## src/rtl/pipe_hazard_ctrl.sv

```systemverilog
// Stall/flush sequencer for the five-stage pipeline: load-use, branch redirect, data-memory wait and timeout.
// Zero-cycle combinational decisions; the FSM only tracks memory wait length and the sticky error.
module pipe_hazard_ctrl #(
    parameter int TIMEOUT = 255,
    parameter int CNT_W   = 16
) (
    input  logic             clk,
    input  logic             rst,
    input  logic [4:0]       id_rs1,
    input  logic [4:0]       id_rs2,
    input  logic             id_uses_rs1,
    input  logic             id_uses_rs2,
    input  logic [4:0]       ex_rd,
    input  logic             ex_memread,
    input  logic             ex_branch_taken,
    input  logic             mem_req,
    input  logic             dmem_ready,
    output logic             pc_en,
    output logic             ifid_en,
    output logic             idex_en,
    output logic             exmem_en,
    output logic             memwb_en,
    output logic             ifid_flush,
    output logic             idex_flush,
    output logic             memwb_bubble,
    output logic             mem_err,
    output logic [1:0]       state,
    output logic [CNT_W-1:0] stall_count
);

    typedef enum logic [1:0] {
        RUN     = 2'd0,
        MEMWAIT = 2'd1,
        ERR     = 2'd2
    } state_t;

    localparam logic [7:0] TIMEOUT_LIM = TIMEOUT[7:0];

    state_t     cur_state, nxt_state;
    logic [7:0] wait_cnt, wait_nxt;
    logic       err_nxt;
    logic       load_use, mem_stall;

    assign load_use  = ex_memread && (ex_rd != 5'd0) &&
                       ((id_uses_rs1 && (id_rs1 == ex_rd)) ||
                        (id_uses_rs2 && (id_rs2 == ex_rd)));
    assign mem_stall = mem_req && !dmem_ready;
    assign state     = cur_state;

    always_comb begin
        nxt_state    = cur_state;
        wait_nxt     = wait_cnt;
        err_nxt      = mem_err;
        pc_en        = 1'b1;
        ifid_en      = 1'b1;
        idex_en      = 1'b1;
        exmem_en     = 1'b1;
        memwb_en     = 1'b1;
        ifid_flush   = 1'b0;
        idex_flush   = 1'b0;
        memwb_bubble = 1'b0;

        if (rst) begin
            // Hold the pipeline empty for as long as reset is asserted.
            pc_en        = 1'b0;
            ifid_en      = 1'b0;
            idex_en      = 1'b0;
            exmem_en     = 1'b0;
            memwb_en     = 1'b0;
            ifid_flush   = 1'b1;
            idex_flush   = 1'b1;
            memwb_bubble = 1'b1;
        end else begin
            case (cur_state)
                RUN, MEMWAIT: begin
                    if (mem_stall) begin
                        // EX is frozen, so branch/load-use are re-evaluated on release.
                        pc_en        = 1'b0;
                        ifid_en      = 1'b0;
                        idex_en      = 1'b0;
                        exmem_en     = 1'b0;
                        memwb_bubble = 1'b1;
                    end else if (ex_branch_taken) begin
                        ifid_flush = 1'b1;
                        idex_flush = 1'b1;
                    end else if (load_use) begin
                        pc_en      = 1'b0;
                        ifid_en    = 1'b0;
                        idex_flush = 1'b1;
                    end

                    if (cur_state == RUN) begin
                        if (mem_stall) begin
                            nxt_state = MEMWAIT;
                            wait_nxt  = 8'd1;
                        end
                    end else if (mem_stall) begin
                        if (wait_cnt == TIMEOUT_LIM) begin
                            nxt_state = ERR;
                            err_nxt   = 1'b1;
                        end else begin
                            wait_nxt = wait_cnt + 8'd1;
                        end
                    end else begin
                        nxt_state = RUN;
                        wait_nxt  = 8'd0;
                    end
                end
                ERR: begin
                    pc_en        = 1'b0;
                    ifid_en      = 1'b0;
                    idex_en      = 1'b0;
                    exmem_en     = 1'b0;
                    memwb_en     = 1'b0;
                    memwb_bubble = 1'b1;
                end
                default: begin
                    nxt_state = RUN;
                    wait_nxt  = 8'd0;
                end
            endcase
        end
    end

    always_ff @(posedge clk or posedge rst) begin
        if (rst) begin
            cur_state   <= RUN;
            wait_cnt    <= 8'd0;
            mem_err     <= 1'b0;
            stall_count <= '0;
        end else begin
            cur_state <= nxt_state;
            wait_cnt  <= wait_nxt;
            mem_err   <= err_nxt;
            if ((cur_state == RUN || cur_state == MEMWAIT) && !pc_en &&
                (stall_count != {CNT_W{1'b1}}))
                stall_count <= stall_count + 1'b1;
        end
    end

endmodule

```

## config.mk

```make
export PLATFORM = sky130hd
export DESIGN_NAME = pipe_hazard_ctrl
export DESIGN_NICKNAME = d
export VERILOG_FILES = /design/src/rtl/pipe_hazard_ctrl.sv
export SDC_FILE = /design/constraint.sdc
export NUM_CORES = 1
export LEC_CHECK = 0
export CAP_MARGIN = 25
export CORE_MARGIN = 8
export CORE_UTILIZATION = 50
export CTS_CLUSTER_DIAMETER = 100
export DETAILED_ROUTE_END_ITERATION = 16
export PLACE_DENSITY = 0.85
export SLEW_MARGIN = 20
export SYNTH_ARGS = -nofsm -noshare
export SYNTH_HDL_FRONTEND = slang
export SYNTH_SLANG_ARGS = --single-unit
```

## constraint.sdc

```tcl
create_clock -name clk -period 3.45 [get_ports clk]
set_input_delay 0.345 -clock clk [delete_from_list [all_inputs] [get_ports clk]]
set_output_delay 0.345 -clock clk [all_outputs]
set_load 0.01 [all_outputs]
```

==> results of run 1 <==
==> logic make-up after synthesis <==
| family | Yosys count | synth area share |
|---|---|---|
| AO/OA/AOI/OAI | 36 | 0.145 |
| XOR/XNOR | 25 | 0.139 |
| adder cells (fa/ha/maj) | 2 | 0.0159 |
| buffers and inverters | 10 | 0.0286 |
| flip-flops | 27 | 0.429 |
| multiplexers | 2 | 0.0159 |
| AND/OR/NAND/NOR | 64 | 0.226 |
==> synth_stat cells <==
cell / instances / area share
nor2b_1: 2 / 0.0079
clkbuf_1: 1 / 0.0024
nand3_1: 9 / 0.029
nand2_1: 15 / 0.036
nand4_1: 8 / 0.032
a21oi_1: 8 / 0.025
o22ai_1: 2 / 0.0079
a31oi_1: 1 / 0.0040
o211ai_1: 1 / 0.0048
dfrtp_1: 27 / 0.43
o21ai_0: 13 / 0.041
inv_1: 6 / 0.014
a32oi_1: 1 / 0.0056
mux2i_1: 1 / 0.0064
ha_1: 2 / 0.016
a21oi_4: 1 / 0.010
and3_1: 4 / 0.016
o31ai_1: 2 / 0.0095
or2_2: 1 / 0.0040
nor3b_1: 2 / 0.0095
nor2_1: 5 / 0.012
o41ai_1: 1 / 0.0056
mux2_4: 1 / 0.0095
clkinv_1: 1 / 0.0024
buf_4: 2 / 0.0095
nand2b_1: 2 / 0.0079
xor2_1: 13 / 0.072
xnor2_1: 12 / 0.067
o21bai_1: 2 / 0.0095
nor3_1: 3 / 0.0095
o21ai_2: 2 / 0.011
nor4_1: 3 / 0.012
nor2_2: 2 / 0.0079
and4_1: 3 / 0.017
a41oi_1: 1 / 0.0056
or4_1: 2 / 0.0095
o21a_1: 1 / 0.0048
nor4b_1: 3 / 0.017
==> cell type report <==
class                   instances  area, um2  share of cell area
flip-flops and latches         27        676               0.316
clock buffers                   3       22.5              0.0105
multi-input cells             129        853               0.399
clock inverters                 1       7.51             0.00351
well taps                      44       55.1              0.0257
inverters                       7       26.3              0.0123
repair buffers                 50        498               0.233
==> registers in the layout, indices dropped and copies added (netlist names) <==
name and cells:
state 2, stall_count 16, wait_cnt 8, mem_err 1
==> routing by layer <==
metal,track usage,vias to the layer above,part of all wire
met2,0.292,38,0.52
met5,0,-,0
li1,-,705,-
met1,0.185,697,0.41
met3,0.0413,7,0.050
met4,0.0590,0,0.019
==> how the worst min path moves through the flow <==
stage                                        endpoint                   startpoint  slack (ns)  cells after the start
final                     stall_count[10]$_DFFE_PP0P_  stall_count[10]$_DFFE_PP0P_        0.50                      1
after global routing      stall_count[10]$_DFFE_PP0P_  stall_count[10]$_DFFE_PP0P_        0.51                      1
after CTS                 stall_count[10]$_DFFE_PP0P_  stall_count[10]$_DFFE_PP0P_        0.50                      1
after detailed placement          mem_err$_DFFE_PP0P_          mem_err$_DFFE_PP0P_        0.48                      1
after global placement            mem_err$_DFFE_PP0P_          mem_err$_DFFE_PP0P_        0.47                      1
after floorplan                   mem_err$_DFFE_PP0P_                          rst        0.32                      1
==> power groups by stage <==
stage / Clock (mW) / Sequential [mW] / Combinational, mW
after floorplan: 0 / 0.462 / 0.133
after global placement: 0 / 0.449 / 0.320
after detailed placement: 0 / 0.450 / 0.329
after CTS: 0.156 / 0.446 / 0.331
after global routing: 0.164 / 0.457 / 0.357
final: 0.153 / 0.446 / 0.327
==> critical path, delay by kind of cell <==
| family | cells | cell delay, ns |
|---|---|---|
| AND/OR/NAND/NOR | 2 | 0.75 |
| buffers and inverters | 2 | 1.03 |
| AO/OA/AOI/OAI | 2 | 0.34 |
==> metrics.txt, run 1 <==
outcome=finished clean; Max Root-Sink Buffers=2; CTS tree=yes; NetSw=0.319 mW; Post-Syn Nets=191; Worst EP required=3.11 ns; Avg Cell Area, Syn=9.48 um2; first drt pass iteration count=4; Logic pwr share=0.353; drt total wl=4210 um; RePlAce Congestion=0.886; crit path launch=ex_rd[1]; hold_ws=0.498 ns; Seq cells post-synth=27; DR WL/cell=16.1 um; CTS resizes=0; Post-CTS Setup Inserts=0; Starting Density=0.520; RSZ-0062 raised after global routing=false; DR iter-0 viols=134; largest net degree at the start of global routing=34; Final WS setup=0.641 ns; crit end category=output port; total chip power=0.926 mW; via count of the first global-routing pass=1440; global-route wire length before repair=6890 um; Max-slew headroom=0.546; Tmin final=2.81 ns; GRT overflow=0; Total GRT Usage=0.165; Sequential Power Share=0.482; port buffer count=49; skew final=0.00458 ns; row count=20; Final Slew Violations=0; Final Hold Vio Count=0; pre-CTS setup slack=0.645 ns; initial antenna violation count=0; most common cell after layout, fill and taps aside=clkdlybuf4s50_1; R2R setup slack=1.46 ns; clock root cell=clkbuf_4; slowest library cell on the worst path=or4_1; Hold Buf Count CTS=0; Max IR drop VDD=0.404 mV; Critical Path Sink=pc_en; final net count=243; Register-to-Register Path Depth=7; die width=72.1 um; clock-pin slew on the worst setup and hold paths=0.16 ns; Util after Layout=0.706; final period utilization=0.814; TNS Setup=0 ns; P&R area growth vs syn=35.9%; DP Area=2110 um2; most frequent CP cell=clkdlybuf4s50_1; dpl hpwl=3270 um; commonest cells after routing, fill and taps aside=clkdlybuf4s50_1 (49), dfrtp_1 (27), nand2_1 (15), xor2_1 (13), o21ai_0 (13); CTS sink cnt=27; Reg-to-Reg Start=wait_cnt[0]$_DFFE_PP0P_; worst-margin pin slew=0.675 ns; pwr/cell area=433 nW/um2; Fmax achieved=0.356 GHz; synth unique cells=38; maxcap violations=0; Die Y=72.1 um; CP Launch Type=input port; Post-route DRC=0; Seq/Total Area, Yosys=0.429; Post-Layout Cell Count=261; critical path class=in2out; Clock power frac=0.165; Leak=0.875 nW; H-tree level count=1; slowest cell delay on critical path=0.59 ns; Vias=1447; antenna cells=0; share of cells above drive strength 1=0.0553; Final setup viols=0; routed vias/inst=5.54; clock latency on the worst-skew pair=0.35 ns; # IOs=50; DRT antenna net count=0; internal power=0.607 mW; HP Class=reg2reg; total CTS buffers=3; worst path cell trace=clkdlybuf4s50_1 -> or4_1 -> o21ai_2 -> nand2b_1 -> o21a_1 -> clkdlybuf4s50_1; Die ar.=5200 um2; Net Sw Frac=0.345; Core Footprint=3030 um2; worst endpoint data arrival time=2.46 ns; R2R Path End=wait_cnt[5]$_DFFE_PP0P_; Yosys warnings=0; worst-path fanout max=3; final instance area=2140 um2; dpl cells=257; Mapped Cells=166; # fillers=234; Post-Syn Area=1570 um2
Power figures use the tool's default switching activity.
==> run 2: changes to the inputs <==
--- a/config.mk
+++ b/config.mk
@@ -7,10 +7,10 @@
 export LEC_CHECK = 0
 export CAP_MARGIN = 25
 export CORE_MARGIN = 8
-export CORE_UTILIZATION = 50
+export CORE_UTILIZATION = 46
 export CTS_CLUSTER_DIAMETER = 100
 export DETAILED_ROUTE_END_ITERATION = 16
-export PLACE_DENSITY = 0.85
+export PLACE_DENSITY = 0.79
 export SLEW_MARGIN = 20
 export SYNTH_ARGS = -nofsm -noshare
 export SYNTH_HDL_FRONTEND = slang
==> constraint.sdc (replaced) <==
create_clock -name clk -period 2.7 [get_ports clk]
set_input_delay 0.27 -clock clk [delete_from_list [all_inputs] [get_ports clk]]
set_output_delay 0.27 -clock clk [all_outputs]
set_load 0.01 [all_outputs]
==> metrics.txt, run 2 (synthesized netlist as in run 1, its figures left out) <==
CP top delay family=buffers and inverters; final period utilization=0.959; hold_ws=0.492 ns; max FFs per register=16; Final Slew Violations=0; DR WL/cell=16.0 um; Fmax achieved=0.386 GHz; slowest library cell on the worst path=or4_1; Core Footprint=3310 um2; slowest cell delay on critical path=0.56 ns; Tmin final=2.59 ns; clock latency on the worst-skew pair=0.33 ns; most frequent CP cell=clkdlybuf4s50_1; DRT antenna net count=0; P&R area growth vs syn=37.4%; CP Buf/Inv Count=2; Vias=1466; port buffer count=49; # IOs=50; GRT overflow=0; CTS resizes=0; Die Y=74.5 um; CP Launch Type=input port; pwr/cell area=544 nW/um2; RSZ-0062 raised after global routing=false; die width=74.5 um; via count of the first global-routing pass=1442; drt total wl=4270 um; crit end category=output port; CTS tree=yes; TNS Setup=0 ns; final net count=246; routed vias/inst=5.51; initial antenna violation count=0; largest net degree at the start of global routing=34; Total GRT Usage=0.161; Post-CTS Setup Inserts=0; share of cells above drive strength 1=0.0682; Final Hold Vio Count=0; Util after Layout=0.653; commonest cells after routing, fill and taps aside=clkdlybuf4s50_1 (49), dfrtp_1 (27), nand2_1 (15), xor2_1 (13), o21ai_0 (13); clock-pin slew on the worst setup and hold paths=0.16 ns; Hold Buf Count CTS=0; antenna cells=0; global-route wire length before repair=6990 um; worst-margin pin slew=0.700 ns; Final setup viols=0; Post-route DRC=0; worst-path fanout max=3; # fillers=295; clock root cell=clkbuf_4; Starting Density=0.475; worst endpoint data arrival time=2.32 ns; worst path cell trace=clkdlybuf4s50_1 -> or4_1 -> o21ai_2 -> nand2b_1 -> o21a_1 -> clkdlybuf4s50_1; skew final=0.00503 ns; Leak=0.890 nW; HP Class=in2async; row count=21; Max-slew headroom=0.528; first drt pass iteration count=5; Largest Register=stall_count; RePlAce Congestion=0.841; Worst EP required=2.43 ns; total CTS buffers=3; outcome=finished clean; Max Root-Sink Buffers=2; critical path class=in2out; Max IR drop VDD=0.481 mV; DR iter-0 viols=112; H-tree level count=1; most common cell after layout, fill and taps aside=clkdlybuf4s50_1; CTS sink cnt=27; maxcap violations=0; Die ar.=5550 um2; dpl hpwl=3350 um
[run 2: cell count changes in the layout (fill, tap and decap cells not counted), sizes merged]
cell  change
buf       +3
[run 2: worst register-to-register path, delay by kind of cell (launching register included)]
kind | cells | cell delay, ns
simple gates | 4 | 0.90
fa+ha+maj | 1 | 0.26
flops | 1 | 0.47
compound gates | 2 | 0.25
[run 2: metal layers]
| metal | vias up | share of wire | track usage |
|---|---|---|---|
| met5 | - | 0 | 0 |
| met4 | 0 | 0.0075 | 0.0326 |
| met3 | 4 | 0.044 | 0.0337 |
| met2 | 35 | 0.53 | 0.292 |
| met1 | 717 | 0.42 | 0.189 |
| li1 | 710 | - | - |
[run 2: cell type report]
class	instances	area, um2	area share
flip-flops and latches	27	676	0.312
inverters	7	26.3	0.0121
clock inverters	1	7.51	0.00347
well taps	46	57.6	0.0266
clock buffers	3	22.5	0.0104
repair buffers	53	520	0.241
multi-input cells	129	853	0.394
[run 2: power by group]
part | total (mW) | internal (mW) | leakage (nW) | switching [mW]
logic | 0.418 | 0.245 | 0.526 | 0.172
registers | 0.572 | 0.474 | 0.350 | 0.0976
clock network | 0.188 | 0.0567 | 0.0139 | 0.131
total | 1.18 | 0.776 | 0.890 | 0.401
[run 2: per-stage QoR]
stage | instances | setup slack [ns] | cell area (um2) | total power [mW]
finish | 266 | 0.111 | 2160 | 1.18
global route | 266 | 0.0234 | 2160 | 1.26
CTS | 265 | 0.0997 | 2160 | 1.18
detailed placement | 261 | 0.102 | 2130 | 0.994
global placement | 261 | 0.136 | 2130 | 0.986
floorplan | 166 | 0.872 | 1570 | 0.760
[run 2: path summary, 6_finish.rpt]
| kind | startpoint | end | slack (ns) | depth (start not counted) |
|---|---|---|---|---|
| worst max register to register | wait_cnt[0]$_DFFE_PP0P_ | wait_cnt[5]$_DFFE_PP0P_ | 0.73 | 7 |
| worst min-delay path | rst | wait_cnt[5]$_DFFE_PP0P_ | 0.49 | 3 |
| min in group clk | mem_err$_DFFE_PP0P_ | mem_err$_DFFE_PP0P_ | 0.49 | 1 |
| worst min register to register | mem_err$_DFFE_PP0P_ | mem_err$_DFFE_PP0P_ | 0.49 | 1 |
| max in group asynchronous | rst | stall_count[0]$_DFFE_PP0P_ | 1.93 | 3 |
| worst max-delay path | ex_rd[1] | pc_en | 0.11 | 6 |
